File: src/rtl/trisc_pkg.sv
// Shared encodings for the TRISC control sequencer: opcodes, control-line
// bit positions, ALU selects and the 5-bit FSM state encoding.
package trisc_pkg;

    localparam logic [3:0] OP_LDA = 4'b0000;
    localparam logic [3:0] OP_STA = 4'b0001;
    localparam logic [3:0] OP_ADD = 4'b0010;
    localparam logic [3:0] OP_SUB = 4'b0011;
    localparam logic [3:0] OP_XOR = 4'b0100;
    localparam logic [3:0] OP_INC = 4'b0110;
    localparam logic [3:0] OP_CLR = 4'b0111;
    localparam logic [3:0] OP_JMP = 4'b1000;
    localparam logic [3:0] OP_JPZ = 4'b1001;
    localparam logic [3:0] OP_JPN = 4'b1010;
    localparam logic [3:0] OP_HLT = 4'b1111;

    localparam int CTL_W = 15;

    localparam int C_CLR_PC     = 0;
    localparam int C_LD_PC      = 1;
    localparam int C_LD_IR      = 2;
    localparam int C_ADR_PC     = 3;
    localparam int C_MEM_RD     = 4;
    localparam int C_MEM_WR     = 5;
    localparam int C_PC_INC     = 7;
    localparam int C_CLR_ACC    = 8;
    localparam int C_INC_ACC    = 9;
    localparam int C_LD_ALU     = 10;
    localparam int C_LD_ACC_MEM = 11;
    localparam int C_ALU_S0     = 12;
    localparam int C_ALU_S1     = 13;
    localparam int C_LD_ACC_ALU = 14;

    localparam logic [1:0] ALU_ADD = 2'b00;
    localparam logic [1:0] ALU_SUB = 2'b01;
    localparam logic [1:0] ALU_XOR = 2'b10;

    typedef enum logic [4:0] {
        S_INIT      = 5'd0,
        S_FETCH     = 5'd1,
        S_FRD       = 5'd2,
        S_DECODE    = 5'd3,
        S_OPADR     = 5'd4,
        S_ORD       = 5'd5,
        S_LDA_WB    = 5'd6,
        S_ALU_LAT   = 5'd7,
        S_ALU_WB    = 5'd8,
        S_STA_WR    = 5'd9,
        S_EX_INC    = 5'd10,
        S_EX_CLR    = 5'd11,
        S_EX_JMP    = 5'd12,
        S_EX_NOP    = 5'd13,
        S_WAIT_STEP = 5'd14,
        S_HALT      = 5'd15
    } state_t;

    function automatic logic [1:0] alu_sel(input logic [3:0] op);
        case (op)
            OP_SUB:  return ALU_SUB;
            OP_XOR:  return ALU_XOR;
            default: return ALU_ADD;
        endcase
    endfunction

endpackage

File: src/rtl/trisc_ctrl_seq_if.sv
// Sequencer-facing bundle: instruction/flag/step inputs from the datapath
// side and the control lines plus status flags driven back.
interface trisc_ctrl_seq_if;
    import trisc_pkg::*;

    logic [3:0]       Opcode;
    logic             Zero;
    logic             Neg;
    logic             StepMode;
    logic             Step;
    logic [CTL_W-1:0] Ctl;
    logic             Halted;
    logic             IllegalOp;
    logic             InstrDone;

    modport master (
        output Opcode, Zero, Neg, StepMode, Step,
        input  Ctl, Halted, IllegalOp, InstrDone
    );

    modport slave (
        input  Opcode, Zero, Neg, StepMode, Step,
        output Ctl, Halted, IllegalOp, InstrDone
    );

endinterface

File: src/rtl/trisc_wait_cnt.sv
// 4-bit loadable down-counter timing memory accesses; holds at zero.
module trisc_wait_cnt (
    input  logic       clk,
    input  logic       rst_n,
    input  logic       load,
    input  logic [3:0] load_val,
    input  logic       dec,
    output logic [3:0] count,
    output logic       zero
);

    // Runs on the falling edge alongside the sequencer state register.
    always_ff @(negedge clk or negedge rst_n) begin
        if (!rst_n) begin
            count <= 4'd0;
        end else if (load) begin
            count <= load_val;
        end else if (dec && (count != 4'd0)) begin
            count <= count - 4'd1;
        end
    end

    assign zero = (count == 4'd0);

endmodule

File: src/rtl/trisc_ctrl_seq.sv
// TRISC control-unit sequencer: Moore FSM with memory wait states, conditional
// jumps, halt, illegal-opcode trap and single-step; all outputs registered.
module trisc_ctrl_seq
    import trisc_pkg::*;
#(
    parameter int MEM_WAIT     = 2,
    parameter bit ILLEGAL_HALT = 1'b1
) (
    input  logic            SysClock,
    input  logic            StartStop,
    trisc_ctrl_seq_if.slave bus
);

    localparam logic [3:0] WAIT_LOAD = 4'(MEM_WAIT - 1);

    state_t           state;
    state_t           nxt;
    logic [3:0]       op_q;
    logic             step_q;
    logic             step_edge;
    logic             trap;
    logic             wait_load;
    logic             wait_dec;
    logic [3:0]       cnt;
    logic             cnt_zero;
    logic [3:0]       cnt_after;
    logic             done_nxt;
    logic [CTL_W-1:0] ctl_q;
    logic             halted_q;
    logic             illegal_q;
    logic             done_q;

    function automatic logic [CTL_W-1:0] ctl_of(input state_t s, input logic [1:0] sel);
        logic [CTL_W-1:0] c;
        c = '0;
        case (s)
            S_INIT:   c[C_CLR_PC] = 1'b1;
            S_FETCH:  c[C_ADR_PC] = 1'b1;
            S_FRD: begin
                c[C_ADR_PC] = 1'b1;
                c[C_MEM_RD] = 1'b1;
            end
            S_DECODE: begin
                c[C_LD_IR]  = 1'b1;
                c[C_ADR_PC] = 1'b1;
                c[C_PC_INC] = 1'b1;
            end
            S_ORD:    c[C_MEM_RD]     = 1'b1;
            S_LDA_WB: c[C_LD_ACC_MEM] = 1'b1;
            S_ALU_LAT: begin
                c[C_LD_ALU] = 1'b1;
                c[C_ALU_S0] = sel[0];
                c[C_ALU_S1] = sel[1];
            end
            S_ALU_WB: begin
                c[C_LD_ACC_ALU] = 1'b1;
                c[C_ALU_S0]     = sel[0];
                c[C_ALU_S1]     = sel[1];
            end
            S_STA_WR: c[C_MEM_WR]  = 1'b1;
            S_EX_INC: c[C_INC_ACC] = 1'b1;
            S_EX_CLR: c[C_CLR_ACC] = 1'b1;
            S_EX_JMP: c[C_LD_PC]   = 1'b1;
            S_OPADR, S_EX_NOP, S_WAIT_STEP, S_HALT: ;
            default:  c[C_CLR_PC]  = 1'b1;
        endcase
        return c;
    endfunction

    trisc_wait_cnt u_wait_cnt (
        .clk      (SysClock),
        .rst_n    (StartStop),
        .load     (wait_load),
        .load_val (WAIT_LOAD),
        .dec      (wait_dec),
        .count    (cnt),
        .zero     (cnt_zero)
    );

    always_comb begin
        nxt       = state;
        trap      = 1'b0;
        step_edge = bus.Step & ~step_q;
        case (state)
            S_INIT:  nxt = S_FETCH;
            S_FETCH: nxt = S_FRD;
            S_FRD:   if (cnt_zero) nxt = S_DECODE;
            S_DECODE: begin
                case (bus.Opcode)
                    OP_LDA, OP_STA, OP_ADD, OP_SUB, OP_XOR: nxt = S_OPADR;
                    OP_INC: nxt = S_EX_INC;
                    OP_CLR: nxt = S_EX_CLR;
                    OP_JMP: nxt = S_EX_JMP;
                    OP_JPZ: nxt = bus.Zero ? S_EX_JMP : S_EX_NOP;
                    OP_JPN: nxt = bus.Neg ? S_EX_JMP : S_EX_NOP;
                    OP_HLT: nxt = S_HALT;
                    default: begin
                        if (ILLEGAL_HALT) begin
                            nxt  = S_HALT;
                            trap = 1'b1;
                        end else begin
                            nxt = S_EX_NOP;
                        end
                    end
                endcase
            end
            S_OPADR:   nxt = (op_q == OP_STA) ? S_STA_WR : S_ORD;
            S_ORD:     if (cnt_zero) nxt = (op_q == OP_LDA) ? S_LDA_WB : S_ALU_LAT;
            S_ALU_LAT: nxt = S_ALU_WB;
            S_STA_WR:  if (cnt_zero) nxt = bus.StepMode ? S_WAIT_STEP : S_FETCH;
            S_LDA_WB, S_ALU_WB, S_EX_INC, S_EX_CLR, S_EX_JMP, S_EX_NOP:
                nxt = bus.StepMode ? S_WAIT_STEP : S_FETCH;
            // Edges that arrived earlier are already absorbed into step_q.
            S_WAIT_STEP: if (step_edge || !bus.StepMode) nxt = S_FETCH;
            S_HALT:      nxt = S_HALT;
            default:     nxt = S_INIT;
        endcase
    end

    always_comb begin
        wait_load = (nxt != state) &&
                    ((nxt == S_FRD) || (nxt == S_ORD) || (nxt == S_STA_WR));
        wait_dec  = (state == S_FRD) || (state == S_ORD) || (state == S_STA_WR);
        if (wait_load) begin
            cnt_after = WAIT_LOAD;
        end else if (wait_dec && !cnt_zero) begin
            cnt_after = cnt - 4'd1;
        end else begin
            cnt_after = cnt;
        end
        // The store's last cycle is only known from the counter it will hold.
        case (nxt)
            S_EX_INC, S_EX_CLR, S_EX_JMP, S_EX_NOP, S_LDA_WB, S_ALU_WB: done_nxt = 1'b1;
            S_STA_WR: done_nxt = (cnt_after == 4'd0);
            default:  done_nxt = 1'b0;
        endcase
    end

    always_ff @(negedge SysClock or negedge StartStop) begin
        if (!StartStop) begin
            state     <= S_INIT;
            op_q      <= 4'd0;
            step_q    <= 1'b0;
            ctl_q     <= ctl_of(S_INIT, ALU_ADD);
            halted_q  <= 1'b0;
            illegal_q <= 1'b0;
            done_q    <= 1'b0;
        end else begin
            state  <= nxt;
            step_q <= bus.Step;
            if (state == S_DECODE) begin
                op_q <= bus.Opcode;
            end
            ctl_q     <= ctl_of(nxt, alu_sel(op_q));
            halted_q  <= (nxt == S_HALT);
            illegal_q <= illegal_q | trap;
            done_q    <= done_nxt;
        end
    end

    assign bus.Ctl       = ctl_q;
    assign bus.Halted    = halted_q;
    assign bus.IllegalOp = illegal_q;
    assign bus.InstrDone = done_q;

endmodule
File: src/flat_wrapper.sv
// flat-port wrapper written by rule: the top's interface ports become plain ports
module trisc_ctrl_seq_flat import trisc_pkg::*;
#(
    parameter int MEM_WAIT     = 2,
    parameter bit ILLEGAL_HALT = 1'b1
)
  (SysClock, StartStop, bus_Opcode, bus_Zero, bus_Neg, bus_StepMode, bus_Step, bus_Ctl, bus_Halted, bus_IllegalOp, bus_InstrDone);
  trisc_ctrl_seq_if bus_i ();
  input  logic SysClock;
  input  logic StartStop;
  input wire logic [$bits(bus_i.Opcode)-1:0] bus_Opcode;
  input wire logic [$bits(bus_i.Zero)-1:0] bus_Zero;
  input wire logic [$bits(bus_i.Neg)-1:0] bus_Neg;
  input wire logic [$bits(bus_i.StepMode)-1:0] bus_StepMode;
  input wire logic [$bits(bus_i.Step)-1:0] bus_Step;
  output wire logic [$bits(bus_i.Ctl)-1:0] bus_Ctl;
  output wire logic [$bits(bus_i.Halted)-1:0] bus_Halted;
  output wire logic [$bits(bus_i.IllegalOp)-1:0] bus_IllegalOp;
  output wire logic [$bits(bus_i.InstrDone)-1:0] bus_InstrDone;
  assign bus_i.Opcode = bus_Opcode;
  assign bus_i.Zero = bus_Zero;
  assign bus_i.Neg = bus_Neg;
  assign bus_i.StepMode = bus_StepMode;
  assign bus_i.Step = bus_Step;
  assign bus_Ctl = bus_i.Ctl;
  assign bus_Halted = bus_i.Halted;
  assign bus_IllegalOp = bus_i.IllegalOp;
  assign bus_InstrDone = bus_i.InstrDone;
  trisc_ctrl_seq #(.MEM_WAIT(MEM_WAIT), .ILLEGAL_HALT(ILLEGAL_HALT)) u_core (.SysClock(SysClock), .StartStop(StartStop), .bus(bus_i));
endmodule
File: config.mk
export PLATFORM = sky130hd
export DESIGN_NAME = trisc_ctrl_seq_flat
export DESIGN_NICKNAME = d
export VERILOG_FILES = /design/src/rtl/trisc_pkg.sv /design/src/rtl/trisc_ctrl_seq_if.sv /design/src/rtl/trisc_wait_cnt.sv /design/src/rtl/trisc_ctrl_seq.sv /design/src/flat_wrapper.sv
export SDC_FILE = /design/constraint.sdc
export NUM_CORES = 1
export LEC_CHECK = 0
export CAP_MARGIN = 25
export CORE_MARGIN = 2
export CORE_UTILIZATION = 43
export CTS_CLUSTER_SIZE = 24
export DETAILED_ROUTE_END_ITERATION = 10
export GPL_TIMING_DRIVEN = 0
export PLACE_DENSITY = 0.68
export SLEW_MARGIN = 5
export SYNTH_ARGS = -nofsm -noshare
export SYNTH_HDL_FRONTEND = slang
export SYNTH_HIERARCHICAL = 1
export SYNTH_SLANG_ARGS = --single-unit
File: constraint.sdc
create_clock -name SysClock -period 2.9 [get_ports SysClock]
set_input_delay 0.58 -clock SysClock [delete_from_list [all_inputs] [get_ports SysClock]]
set_output_delay 0.58 -clock SysClock [all_outputs]
set_load 0.02 [all_outputs]
# After elaboration in Yosys (flattened, before gate mapping)
# Cells that the tools add are included.
# totals
regBits	31
latchBits	0
ram_bits	0
mem_bits_ro	0
mem_count	0
# classes
add_sub_neg	1
mul	0
n_div	0
order_cmp	0
eq_ne	44
shifts	0
mux	31
bitwise	3
reduce_logical	25
# ops
op	count
$eq 5x4->1 const B	16
$pmux 5 s11	1
$eq 5x3->1 const B	8
$pmux 5 s6	1
$mux 4	6
$eq 5x2->1 const B	4
$mux 5	4
$eq 4x3->1 const B	4
$eq 4x4->1 const B	4
$logic_not 4->1	4
$mux 1	16
$reduce_or 15->1	1
$eq 4x2->1 const B	3
$reduce_or 6->1	2
$reduce_or 11->1	1
$eq 5x1->1 const B	2
$eq 4x1->1 const B	2
$logic_not 5->1	1
$logic_or 1x1->1	5
$ne 5x5->1	1
$reduce_or 5->1	1
$pmux 2 s2	1
$reduce_bool 4->1	1
$reduce_or 2->1	2
other kinds (10)	13

# Longest topological paths before layout
# depth
word_depth	12
depth_mapped	15
depth_no_buf	14

# Modules after synthesis
# The synthesis kept the hierarchy.
# modules_own_cells
module	instances	cells_per_inst	area_each_um2	seq_area_each_um2
trisc_ctrl_seq	1	178	1627.8	651.9
trisc_wait_cnt	1	27	252.7	100.1

==> results by group <==
Outcome
  • Status: complete, but fails checks
  • Failing checks: setup timing

Timing
  • Setup WS post-layout: -0.869 ns
  • Pin slew with the least headroom to its limit: 0.711 ns
  • Setup violations, final: 20
  • RSZ-0062 raised after global routing: true
  • Final hold vios: 0
  • Clock skew: 0.0458 ns
  • Hold slack: 0.431 ns
  • Setup TNS: -8.70 ns
  • Slew HR: 0.526
  • Final slew viol count: 0

Logic synthesis
  • Cell Area, Synth: 1880 µm²
  • Number of flops mapped to enable cells by yosys: 0
  • Number of synthesized register bits: 30
  • Largest cells by area after synthesis: dfrtn_1 39%, nand2_1 5.0%, nand2b_1 2.7%
  • Synth Instances: 205
  • Yosys top cell area share: 0.386
  • Syn avg cell area: 9.17 µm²
  • Seq/Total Area, Yosys: 0.400
  • Asr flop ratio synth: 1.00
  • Unique cell type count in the Yosys netlist: 63
  • Yosys warns: 6
  • Synth area leader: dfrtn_1
  • Prevailing post-synth register cell: dfrtn_1

Placed design
  • GPL Wtd Cong: 0.926
  • IO Port Bufs: 22
  • Final HPWL DP: 2.83 mm
  • Dpl ws: -1.71 ns
  • Area of placed instances: 2220 µm²

Clock tree
  • Root buffer cell: clkbuf_8
  • CTS tree: done
  • Largest buffer count on any clock path: 2
  • Clock transition at path regs: 0.05 ns
  • H-tree depth: 2
  • Clock latency on the worst-skew pair: 0.34 ns
  • Total CTS buffers: 5
  • Clk sink count: 30

Worst setup path
  • Crit path max fanout: 8
  • Crit. End Element: register
  • WP data arrival: 2.46 ns
  • Critical Path Source Type: input port
  • Worst Path Required: 1.59 ns
  • R2R depth: 15
  • CP Class: in -> reg

Routing
  • Vias: 1,733
  • DRC: 0
  • Drt first-iter violations: 97
  • Wirelength per Cell: 15.0 µm
  • Final ANT Viol Nets: 0
  • DRT Pass-1 Iters: 4
  • Vias/cell: 5.40
  • Final WL: 4.81 mm

Floorplan
  • Chip width: 70.1 µm
  • IO Count: 28
  • Row Count: 24
  • Die ar.: 4920 µm²
  • Core footprint: 4290 µm²
  • Initial core utilization: 0.438
  • DIE HEIGHT: 70.1 µm

Layout
  • Antenna diodes: 0
  • Total Nets Final: 280
  • Layout cell share with drive strength beyond 1: 0.416
  • Synth-to-Final Area Change: 42.0%
  • Cell area after layout: 2670 µm²

Power
  • PD cells: 863 nW/µm²
  • Leak pwr: 1.30 nW
  • Total Power: 0.00230 W
  • Max IR drop VDD: 0.000408 V

Global routing
  • Vias in the first global route: 1,645
  • Global route overflow: 0
  • Initial antenna violation count: 0
  • GRT Overall Usage: 0.200
  • Largest net degree at the start of global routing: 31
  • First-pass GRT wire length: 7.69 mm

Min path
  • Hold WC Path Type: reg -> reg
  • Hold path depth: 1

Job
  • Max_cap viols: 0
per-layer routing:
layer  vias up  wire length [µm]  GRT usage
li1        843                 -          -
met1       832              2150      0.260
met2        49              2390      0.324
met3         9               197     0.0462
met4         0                74     0.0748
met5         -                 0          0
layout by cell type (no fill, tap or decap), drive strengths merged, types with 3 or more instances in the layout:
master   n
clkbuf  12
xnor2    3
nor2b    4
nand3    5
conb     6
a21oi    9
nand3b   4
buf     58
nand2   25
and3     4
dfrtn   29
nor3b    8
nor4     4
inv     13
xor2     3
a31oi    4
nor3     4
nor2    10
a21o     4
nand2b   8
o21ai    7
per-stage QoR:
step / std cells / utilization
3_3_place_gp: 283 / 0.519
5_1_grt: 321 / 0.622
3_5_place_dp: 283 / 0.518
2_1_floorplan: 209 / -
4_1_cts: 316 / 0.591
6_report: 321 / 0.622
registers in the layout, summed over array words and instances, names as in the netlist:
name and count:
u_core/bus.InstrDone 1, u_core/op_q 4, u_core/step_q 1, u_core/bus.Ctl 13
u_core/state 5, u_core/bus.Halted 1, u_core/u_wait_cnt/count 4, u_core/bus.IllegalOp 1
synth_stat cells (3+ instances only):
master	instances
xor2_1	3
nor2b_1	4
nand3b_1	4
a31oi_1	4
clkbuf_1	5
nand3_1	4
a21o_1	4
nor3_1	4
nand2b_1	8
nor4_1	4
nor3b_1	5
nor2_1	9
o21ai_0	5
nand2_1	25
dfrtn_1	29
a21oi_1	8
buf_4	5
and3_1	3
inv_1	12
xnor2_1	3
cell type report:
class | count | area [µm²]
sequential | 30 | 752
multi-input combinational | 153 | 1200
timing repair buffer | 53 | 387
clock inverter | 3 | 16.3
clock buffer | 6 | 82.6
inverter | 12 | 45.0
buffer | 12 | 126
tap | 52 | 65.1
fill | 365 | 1620
final timing paths:
check | from | endpoint | slack [ns]
min | u_core/bus.IllegalOp$_DFF_NN0_ | u_core/bus.IllegalOp$_DFF_NN0_ | 0.43
min in group asynchronous | StartStop | u_core/u_wait_cnt/count[3]$_DFFE_NN0P_ | 1.66
max | bus_Opcode[1] | u_core/u_wait_cnt/count[3]$_DFFE_NN0P_ | -0.87
min reg2reg | u_core/bus.IllegalOp$_DFF_NN0_ | u_core/bus.IllegalOp$_DFF_NN0_ | 0.43
max reg2reg | u_core/u_wait_cnt/count[0]$_DFFE_NN0P_ | u_core/u_wait_cnt/count[3]$_DFFE_NN0P_ | -0.46
max in group asynchronous | StartStop | u_core/bus.Ctl[0]$_DFF_NN1_ | 0.77
critical path, cell delays in order:
cell       delay [ns]
buf_12           0.11
nor3b_2          0.15
o211ai_1         0.31
o2111ai_2        0.24
nor2_4           0.18
inv_2            0.06
xnor2_2          0.14
a22oi_2          0.19
buf_6            0.15
nor3_2           0.04
a221o_1          0.29
power breakdown:
part	switching, W	internal (W)	leakage, nW	total [W]
logic	0.000648	0.000641	0.861	0.00129
registers	0.000117	0.000533	0.389	0.000651
clock network	0.000172	0.000192	0.0525	0.000365
repair_timing:
item / 4_1_cts / 5_1_grt
gates resized for setup: 106 / 27
buffers inserted: 26 / 9
hold buffers: 0 / 0
setup endpoints to repair: 37 / 25
pin swaps: 20 / 19
cell families after synthesis:
group	Yosys count	synth area share
flip-flops	30	0.400
buffers and inverters	26	0.0625
other	2	0.00399
AO/OA/AOI/OAI	47	0.189
multiplexers	2	0.0106
adder cells (fa/ha/maj)	2	0.0133
XOR/XNOR	6	0.0279
AND/OR/NAND/NOR	90	0.293
(Power assumes the default switching activity.)
